==> config.mk <==
export PLATFORM = sky130hd
export DESIGN_NAME = obstacle_scheduler
export DESIGN_NICKNAME = d
export VERILOG_FILES = /design/src/rtl/dino_pkg.sv /design/src/rtl/sched_rr_pick.sv /design/src/rtl/obstacle_scheduler.sv
export SDC_FILE = /design/constraint.sdc
export NUM_CORES = 1
export LEC_CHECK = 0
export CORE_MARGIN = 4
export CORE_UTILIZATION = 42
export DETAILED_ROUTE_END_ITERATION = 16
export PLACE_DENSITY = 0.8
export SLEW_MARGIN = 20
export SYNTH_ARGS = -nofsm -noshare
export SYNTH_HDL_FRONTEND = slang
export SYNTH_SLANG_ARGS = --single-unit
==> constraint.sdc <==
create_clock -name clk -period 1.64 [get_ports clk]
set_clock_uncertainty 0.2 [all_clocks]
set_input_delay 0.328 -clock clk [delete_from_list [all_inputs] [get_ports clk]]
set_output_delay 0.328 -clock clk [all_outputs]
set_load 0.005 [all_outputs]
==> src/rtl/dino_pkg.sv <==
// rtl/dino_pkg.sv - shared state encoding, widths and type folding for the obstacle scheduler
package dino_pkg;

    typedef enum logic [1:0] {
        ST_IDLE   = 2'd0,
        ST_RUN    = 2'd1,
        ST_FROZEN = 2'd2
    } sched_state_t;

    localparam int SPEED_W           = 3;
    localparam int TYPE_W            = 3;
    localparam int DEFAULT_NUM_TYPES = 5;

    // Folds an out-of-range random type back into 0..num_types-1.
    function automatic logic [TYPE_W-1:0] fold_type(input logic [TYPE_W-1:0] t, input int num_types);
        int v;
        v = int'(t);
        if (v >= num_types) begin
            v = v - num_types;
        end
        return TYPE_W'(v);
    endfunction

endpackage

==> src/rtl/sched_rr_pick.sv <==
// rtl/sched_rr_pick.sv - two-requester round-robin picker for obstacle slots
module sched_rr_pick (
    input  logic [1:0] free,
    input  logic       rr_last,
    output logic [1:0] grant,
    output logic       valid
);

    always_comb begin
        grant = 2'b00;
        if (free == 2'b11) begin
            grant = rr_last ? 2'b01 : 2'b10;
        end else begin
            grant = free;
        end
    end

    assign valid = |free;

endmodule

==> src/rtl/obstacle_scheduler.sv <==
// rtl/obstacle_scheduler.sv - obstacle launch/slot/type/speed sequencer; SCHED_RAMP_EN builds the speed ramp
module obstacle_scheduler
    import dino_pkg::*;
#(
    parameter int MIN_GAP    = 40,
    parameter int RAMP_TICKS = 600,
    parameter int MAX_SPEED  = 4,
    parameter int NUM_TYPES  = DEFAULT_NUM_TYPES
) (
    input  logic               clk,
    input  logic               rst,
    input  logic               i_game_tick_60hz,
    input  logic               i_game_start_pulse,
    input  logic               i_game_frozen,
    input  logic [7:0]         i_rng,
    input  logic [1:0]         i_slot_busy,
    output logic [1:0]         o_spawn,
    output logic [TYPE_W-1:0]  o_spawn_type,
    output logic [SPEED_W-1:0] o_speed,
    output logic [1:0]         o_state
);

    sched_state_t state, next_state;
    logic [5:0]   gap;
    logic         rr_last;
    logic [1:0]   grant;
    logic         pick_valid;
    logic         run_tick;
    logic         launch;

    wire unused_rng_bit = i_rng[1];

    sched_rr_pick u_pick (
        .free    (~i_slot_busy),
        .rr_last (rr_last),
        .grant   (grant),
        .valid   (pick_valid)
    );

    // Start outranks tick and frozen; frozen suppresses any counter work that cycle.
    assign run_tick = (state == ST_RUN) && i_game_tick_60hz && !i_game_start_pulse && !i_game_frozen;
    assign launch   = run_tick && (gap == 6'd0) && i_rng[0] && pick_valid;

    always_ff @(posedge clk) begin
        if (rst) begin
            state <= ST_IDLE;
        end else begin
            state <= next_state;
        end
    end

    always_comb begin
        next_state = state;
        case (state)
            ST_IDLE:   if (i_game_start_pulse) next_state = ST_RUN;
            ST_RUN: begin
                if (i_game_start_pulse)  next_state = ST_RUN;
                else if (i_game_frozen)  next_state = ST_FROZEN;
            end
            ST_FROZEN: if (i_game_start_pulse) next_state = ST_RUN;
            default:   next_state = ST_IDLE;
        endcase
    end

    always_ff @(posedge clk) begin
        if (rst) begin
            gap          <= 6'd0;
            rr_last      <= 1'b0;
            o_spawn      <= 2'b00;
            o_spawn_type <= '0;
        end else begin
            o_spawn <= 2'b00;
            if (i_game_start_pulse) begin
                gap     <= 6'(MIN_GAP);
                rr_last <= 1'b1;
            end else if (run_tick) begin
                if (launch) begin
                    gap          <= 6'(MIN_GAP) + {2'b00, i_rng[5:2]};
                    rr_last      <= grant[1];
                    o_spawn      <= grant;
                    o_spawn_type <= fold_type(i_rng[7:5], NUM_TYPES);
                end else if (gap != 6'd0) begin
                    gap <= gap - 6'd1;
                end
            end
        end
    end

`ifdef SCHED_RAMP_EN
    localparam int RAMP_W = (RAMP_TICKS > 1) ? $clog2(RAMP_TICKS) : 1;

    logic [RAMP_W-1:0]  ramp;
    logic [SPEED_W-1:0] speed;

    always_ff @(posedge clk) begin
        if (rst) begin
            ramp  <= '0;
            speed <= '0;
        end else if (i_game_start_pulse) begin
            ramp  <= '0;
            speed <= SPEED_W'(1);
        end else if (run_tick) begin
            if (ramp == RAMP_W'(RAMP_TICKS - 1)) begin
                ramp <= '0;
                if (speed != SPEED_W'(MAX_SPEED)) begin
                    speed <= speed + SPEED_W'(1);
                end
            end else begin
                ramp <= ramp + RAMP_W'(1);
            end
        end
    end

    assign o_speed = speed;
`else
    localparam int unused_ramp_cfg = RAMP_TICKS + MAX_SPEED;

    assign o_speed = (state == ST_IDLE) ? '0 : SPEED_W'(1);
`endif

    assign o_state = state;

endmodule

# After elaboration in Yosys (flattened, before gate mapping)
# Index checks and enable logic that the tools add are counted.
dict set report word_totals {
  inputBits 15
  out_inout_bits 10
  reg_bits 14
}
dict set report op_classes {
  eq_ne 5
  order_cmp 1
  addsub 3
  bitwise_logic 4
  n_mux 15
  reduce_logical 24
}
# op n
set ops {}
lappend ops {{2-to-1 mux 6 bit} 4}
lappend ops {{2-to-1 mux 2 bit} 5}
lappend ops {{AND reduction 2 bit} 4}
lappend ops {{adder 6 x 4 -> 6 bit, first input constant} 1}
lappend ops {{logical AND 1 bit} 6}
lappend ops {{zero test 6 bit} 1}
lappend ops {{nonzero test 2 bit} 3}
lappend ops {{nonzero test 6 bit} 1}
lappend ops {{OR reduction 2 bit} 3}
lappend ops {{subtractor 6 x 1 -> 6 bit, second input constant} 1}
lappend ops {{== test 2 bit, second input constant} 2}
lappend ops {{2-to-1 mux 1 bit} 4}
lappend ops {{case mux 2 bit (2 select lines)} 1}
lappend ops {{OR reduction 4 bit} 1}
lappend ops {{>= comparator 3 bit, second input constant} 1}
lappend ops {{2-to-1 mux 3 bit} 1}
lappend ops {{inequality test 3 bit, second input constant} 1}
lappend ops {{NOT 1 bit} 3}
lappend ops {{AND reduction 3 bit} 1}
lappend ops {{nonzero test 3 bit} 1}
lappend ops {{subtractor 3 bit, second input constant} 1}
lappend ops {{== test 2 x 1 -> 1 bit, second input constant} 1}
lappend ops {{zero test 1 bit} 2}
lappend ops {{zero test 2 bit} 1}
lappend ops {{2 further kinds} 2}

# Logic depth before layout (Yosys ltp)
dict set report depth {
  ltp_word 10
  mapped_depth 7
  mapped_depth_nobuf 6
}

# By module
# A second synthesis with hierarchy kept.
dict set report hier_totals {
  cells_unflattened 105
  hier_area_um2 908.4
}
# mod n_inst area_each_um2 cells_each
set by_module_without_submodules {}
lappend by_module_without_submodules {obstacle_scheduler 1 883.3 101}
lappend by_module_without_submodules {sched_rr_pick 1 25.0 4}

# Worst setup path before layout
# OpenSTA, ideal clock, no wires.
dict set report synth_path {
  path_kind {register to register}
  from {register gap[0]}
  to {register gap[3]}
  path_buffers 1
  setup_time_ps 86
  t_arrival_ps 1526
  required_time_ps 1354
  slack_ps -171
  stages_incl_launch_ff 8
  path_cell_list {dfxtp_1 inv_1 ha_1 nor2b_1 and2_1 buf_6 a221o_1 a211oi_1}
}
dict set report synth_between {
  elab_chain_cells 7
  elab_cells_between_ends 12
  cone_classes {1 x add/sub; 4 x mux; 7 x reduce/logical}
}
# item line
set synth_lines {}
lappend synth_lines {{start, declared} obstacle_scheduler.sv:24} ;# logic [5:0] gap;
lappend synth_lines {{start signal, assigned} obstacle_scheduler.sv:74} ;# gap <= 6'(MIN_GAP);
lappend synth_lines {{start signal, assigned} obstacle_scheduler.sv:78} ;# gap <= 6'(MIN_GAP) + {2'b00, i_rng[5:2]};
lappend synth_lines {{start signal, assigned} obstacle_scheduler.sv:83} ;# gap <= gap - 6'd1;
lappend synth_lines {{parallel branches: the longest is 7 deep, another holds subtractor 6 x 1 -> 6 bit} n/a}
# Several ways; the timed one is not identified. The select of a mux whose other input is x is not followed.
# A chain may end at the register's enable or synchronous reset.

# Worst setup path in the final report
dict set report layout_path {
  from {register state[0] (netlist: o_state[0])}
  to {register o_spawn[1]}
}
dict set report layout_between {
  elab_chain_cells 9
  elab_cells_between_ends 10
  cone_classes {1 x eq/ne; 2 x bitwise; 7 x reduce/logical}
}
# item line
set layout_lines {}
lappend layout_lines {{start, declared} obstacle_scheduler.sv:23} ;# sched_state_t state, next_state;
lappend layout_lines {{start signal, assigned} obstacle_scheduler.sv:48} ;# state <= next_state;
lappend layout_lines {{== test 2 x 1 -> 1 bit *} obstacle_scheduler.sv:41} ;# assign run_tick = (state == ST_RUN) && i_game_tick_60hz && !i_game_start_pulse && !i_game_frozen;
lappend layout_lines {{logical AND 1 bit * (3 in a row)} obstacle_scheduler.sv:41}
lappend layout_lines {{logical AND 1 bit (3 in a row)} obstacle_scheduler.sv:42} ;# assign launch = run_tick && (gap == 6'd0) && i_rng[0] && pick_valid;
lappend layout_lines {{NOT 1 bit (no source line)} n/a}
lappend layout_lines {{OR reduction 4 bit (no source line) *} n/a}
lappend layout_lines {{end signal, assigned} obstacle_scheduler.sv:80} ;# o_spawn <= grant;
lappend layout_lines {{end, declared} obstacle_scheduler.sv:17} ;# output logic [1:0] o_spawn,
# Mark *: on every way between the ends. The rest lies on a longest branch, timed or not.

==> summary.txt <==
Route
  – Total number of vias: around 970
  – Top Metal Used: met4
  – Met3 routed WL: 163 um
  – Post-route ant nets: 0
  – Post-DR vias/cell: between 5 and 6
  – Drt initial violations: 17
  – Met1 WL: 1050 um
  – DRC: 0
  – Wirelength per Cell: approximately 14 um
  – WL met2: 1270 um
  – WL final: 2520 um
  – Drt first pass iters: 4

Setup path
  – Data required time of the critical path: around 1600 ps
  – Reg2Reg Setup Slack: -6 ps
  – Critical path launch point type: flip-flop
  – Setup CP Type: flip-flop to flip-flop
  – Crit. End Element: flip-flop
  – Slowest CP cell: a2111oi_1
  – CP peak stage delay: ~380 ps
  – CP Max Fanout: 8
  – CP Cell Sequence: buf_4 -> nor4b_4 -> nand4_4 -> a2111oi_1
  – Arr. time, crit path: between 1500 and 2000 ps

Placed design
  – Hpwl dp: between 1500 and 2000 um
  – IO Port Bufs: 21
  – Final RePlAce weighted congestion: 0.772

CTS
  – Clock Sinks: 14
  – CTS tree: yes
  – Longest Clk Path Bufs: 2
  – Clk Latency, worst-skew pair: slightly below 300 ps
  – TritonCTS Buffers: 3
  – H-tree levels: 1
  – Post-CTS Hold Buffers: 0
  – CTS root buffer: clkbuf_4
  – Clock transition at the registers of the reported paths: roughly 80 ps

Global routing
  – Initial antenna violation count: 0
  – Pin count of the biggest net entering global routing: 9
  – Tot GR Track Use: 0.179
  – Overflow after GRT: 0
  – First-pass GRT wire length: between 3000 and 4000 um
  – Vias in the first global route: 901

Run
  – Max-Cap Viols: 0

Floorplanning
  – Floorplan Core Area: roughly 2000 um^2
  – Starting Density: 0.449
  – Die area: 2920 um^2
  – I/O pins: 25
  – Die Width: about 54 um
  – Row count: 16
  – Die Y: 54.1 um

Status
  – Failing checks: setup timing
  – Status: finished, violations left

Power
  – Peak supply drop: approximately 390 uV
  – Final Total Pwr: roughly 760 uW
  – PD cells: between 500 and 600 nW/um^2
  – Leak Pwr: slightly below 0.0007 uW

Synthesis
  – Seq/Total Area, Yosys: 0.315
  – Synth Area per Inst: 8.73 um^2
  – Yosys warning count: 0
  – Seq cells post-synth: 14
  – Syn Std Cell Area: slightly below 900 um^2
  – Synthesized instance count: between 100 and 150
  – Post-synth cell types: 41

Timing
  – Fmax: roughly 0.61 GHz
  – RSZ-0062 raised after global routing: true
  – WHS: between 200 and 300 ps
  – Final period util: 1.00
  – Final setup vio count: 1
  – Slew Viols, Final: 0
  – Minimum clock period: 1650 ps
  – Hold Vio Cnt, Final: 0
  – Final worst setup slack: -6.23 ps

Final layout
  – Synthesis-to-layout area growth: 64.3%
  – Post-layout util: 0.739
  – Nets: 179
  – Layout cells sized above 1: 0.405
  – Ant. Diodes: 0

Worst hold path
  – HP Class: flip-flop to flip-flop
-- final cells by class --
class,instances,area [um^2]
Clock buffer,3,22.5
Sequential cell,14,288
Inverter,8,30.0
Tap cell,27,33.8
Multi-Input combinational cell,76,617
Timing Repair Buffer,57,473
Fill cell,148,518
-- state kept, by name (all words and copies together) (netlist names) --
signal	cells
o_state	2
o_spawn_type	3
o_spawn	2
gap	6
rr_last	1
-- metrics by stage --
| step | TNS [ps] | setup WS, ps | instances | instance area (um^2) |
|---|---|---|---|---|
| floorplan | -55.3 | -55.3 | 103 | 910 |
| global placement | -3970 | -383 | 176 | 1340 |
| detailed placement | -4600 | -446 | 176 | 1340 |
| CTS | -11.6 | -11.6 | 182 | 1420 |
| global route | -477 | -98.9 | 185 | 1460 |
| finish | -6.23 | -6.23 | 185 | 1460 |
-- worst paths after layout --
check,end,startpoint,depth (start not counted)
setup reg to reg,o_spawn[1],o_state[0],4
hold / removal,o_spawn_type[2],o_spawn_type[2],2
setup / recovery,o_spawn[1],o_state[0],4
hold reg to reg,o_spawn_type[2],o_spawn_type[2],2
-- kinds of logic (layout without fill, tap and decap cells) --
family / Yosys count / in the layout / share of synthesized area
other: 1 / 2 / 0.00421
and+or+nand+nor: 38 / 38 / 0.270
buffers and inverters: 13 / 68 / 0.0772
adders and majority gates: 4 / 4 / 0.0562
AOI/OAI and AO/OA: 29 / 29 / 0.243
muxes: 3 / 3 / 0.0351
DFF: 14 / 14 / 0.315
-- what timing repair did --
action,4_1_cts,5_1_grt
pin swaps,10,3
endpoints found under the setup margin,16,13
gates resized for setup,26,5
setup buffers,3,3
hold endpoints to repair,0,0
-- Yosys cell counts --
cell type | n | area share
a2111oi_0 | 1 | 0.0098
a211o_1 | 1 | 0.0098
a211o_2 | 1 | 0.011
a211oi_1 | 2 | 0.017
a21boi_2 | 1 | 0.013
a21o_1 | 1 | 0.0084
a21oi_1 | 6 | 0.034
a221o_1 | 2 | 0.022
a22oi_1 | 1 | 0.0084
a31o_2 | 1 | 0.0098
a31oi_1 | 2 | 0.014
a32o_1 | 1 | 0.011
a41o_2 | 1 | 0.013
and2_1 | 1 | 0.0070
and3_1 | 1 | 0.0070
buf_2 | 1 | 0.0056
buf_4 | 3 | 0.025
buf_6 | 1 | 0.013
conb_1 | 1 | 0.0042
dfxtp_1 | 14 | 0.31
ha_1 | 4 | 0.056
inv_1 | 8 | 0.034
mux2_2 | 1 | 0.013
mux2i_1 | 2 | 0.022
nand2_1 | 7 | 0.029
nand2b_1 | 2 | 0.014
nand3_1 | 2 | 0.011
nand4_1 | 2 | 0.014
nand4_2 | 1 | 0.014
nor2_1 | 7 | 0.029
nor2b_1 | 4 | 0.028
nor3_1 | 4 | 0.022
nor3_2 | 1 | 0.011
nor4_1 | 2 | 0.014
nor4b_4 | 2 | 0.053
o211a_1 | 2 | 0.022
o211ai_1 | 1 | 0.0084
o21ai_0 | 4 | 0.022
o31ai_1 | 1 | 0.0084
or2_0 | 1 | 0.0070
or2_2 | 1 | 0.0070
-- cells in the final DEF, fill, tap and decap left out, types with 3 or more instances in the layout --
master and instances:
buf_4 34, clkdlybuf4s50_1 9, a21oi_1 5, nor2b_1 3, nor3_1 3, inv_1 6
dfxtp_2 3, nor2_1 7, nand2_1 7, clkbuf_4 3, dfxtp_1 10, o21ai_0 3
dlygate4sd2_1 10
-- per-layer routing --
| metal | vias up | global-route usage |
|---|---|---|
| met3 | 4 | 0.0388 |
| li1 | 487 | - |
| met5 | - | 0 |
| met1 | 449 | 0.200 |
| met2 | 33 | 0.325 |
| met4 | 0 | 0.0705 |
-- worst max-delay path, delay by kind of cell (launching register included) --
family,cells,cell delay (ps)
buf+inv,1,110
flops,1,350
simple gates,2,480
compound gates,1,380
-- where the power goes --
group	total, uW	internal [uW]	switching [uW]
Clock	197	85.4	111
Sequential	358	348	10.3
Combinational	207	116	90.8
Total	762	549	212
(Power assumes the default switching activity.)
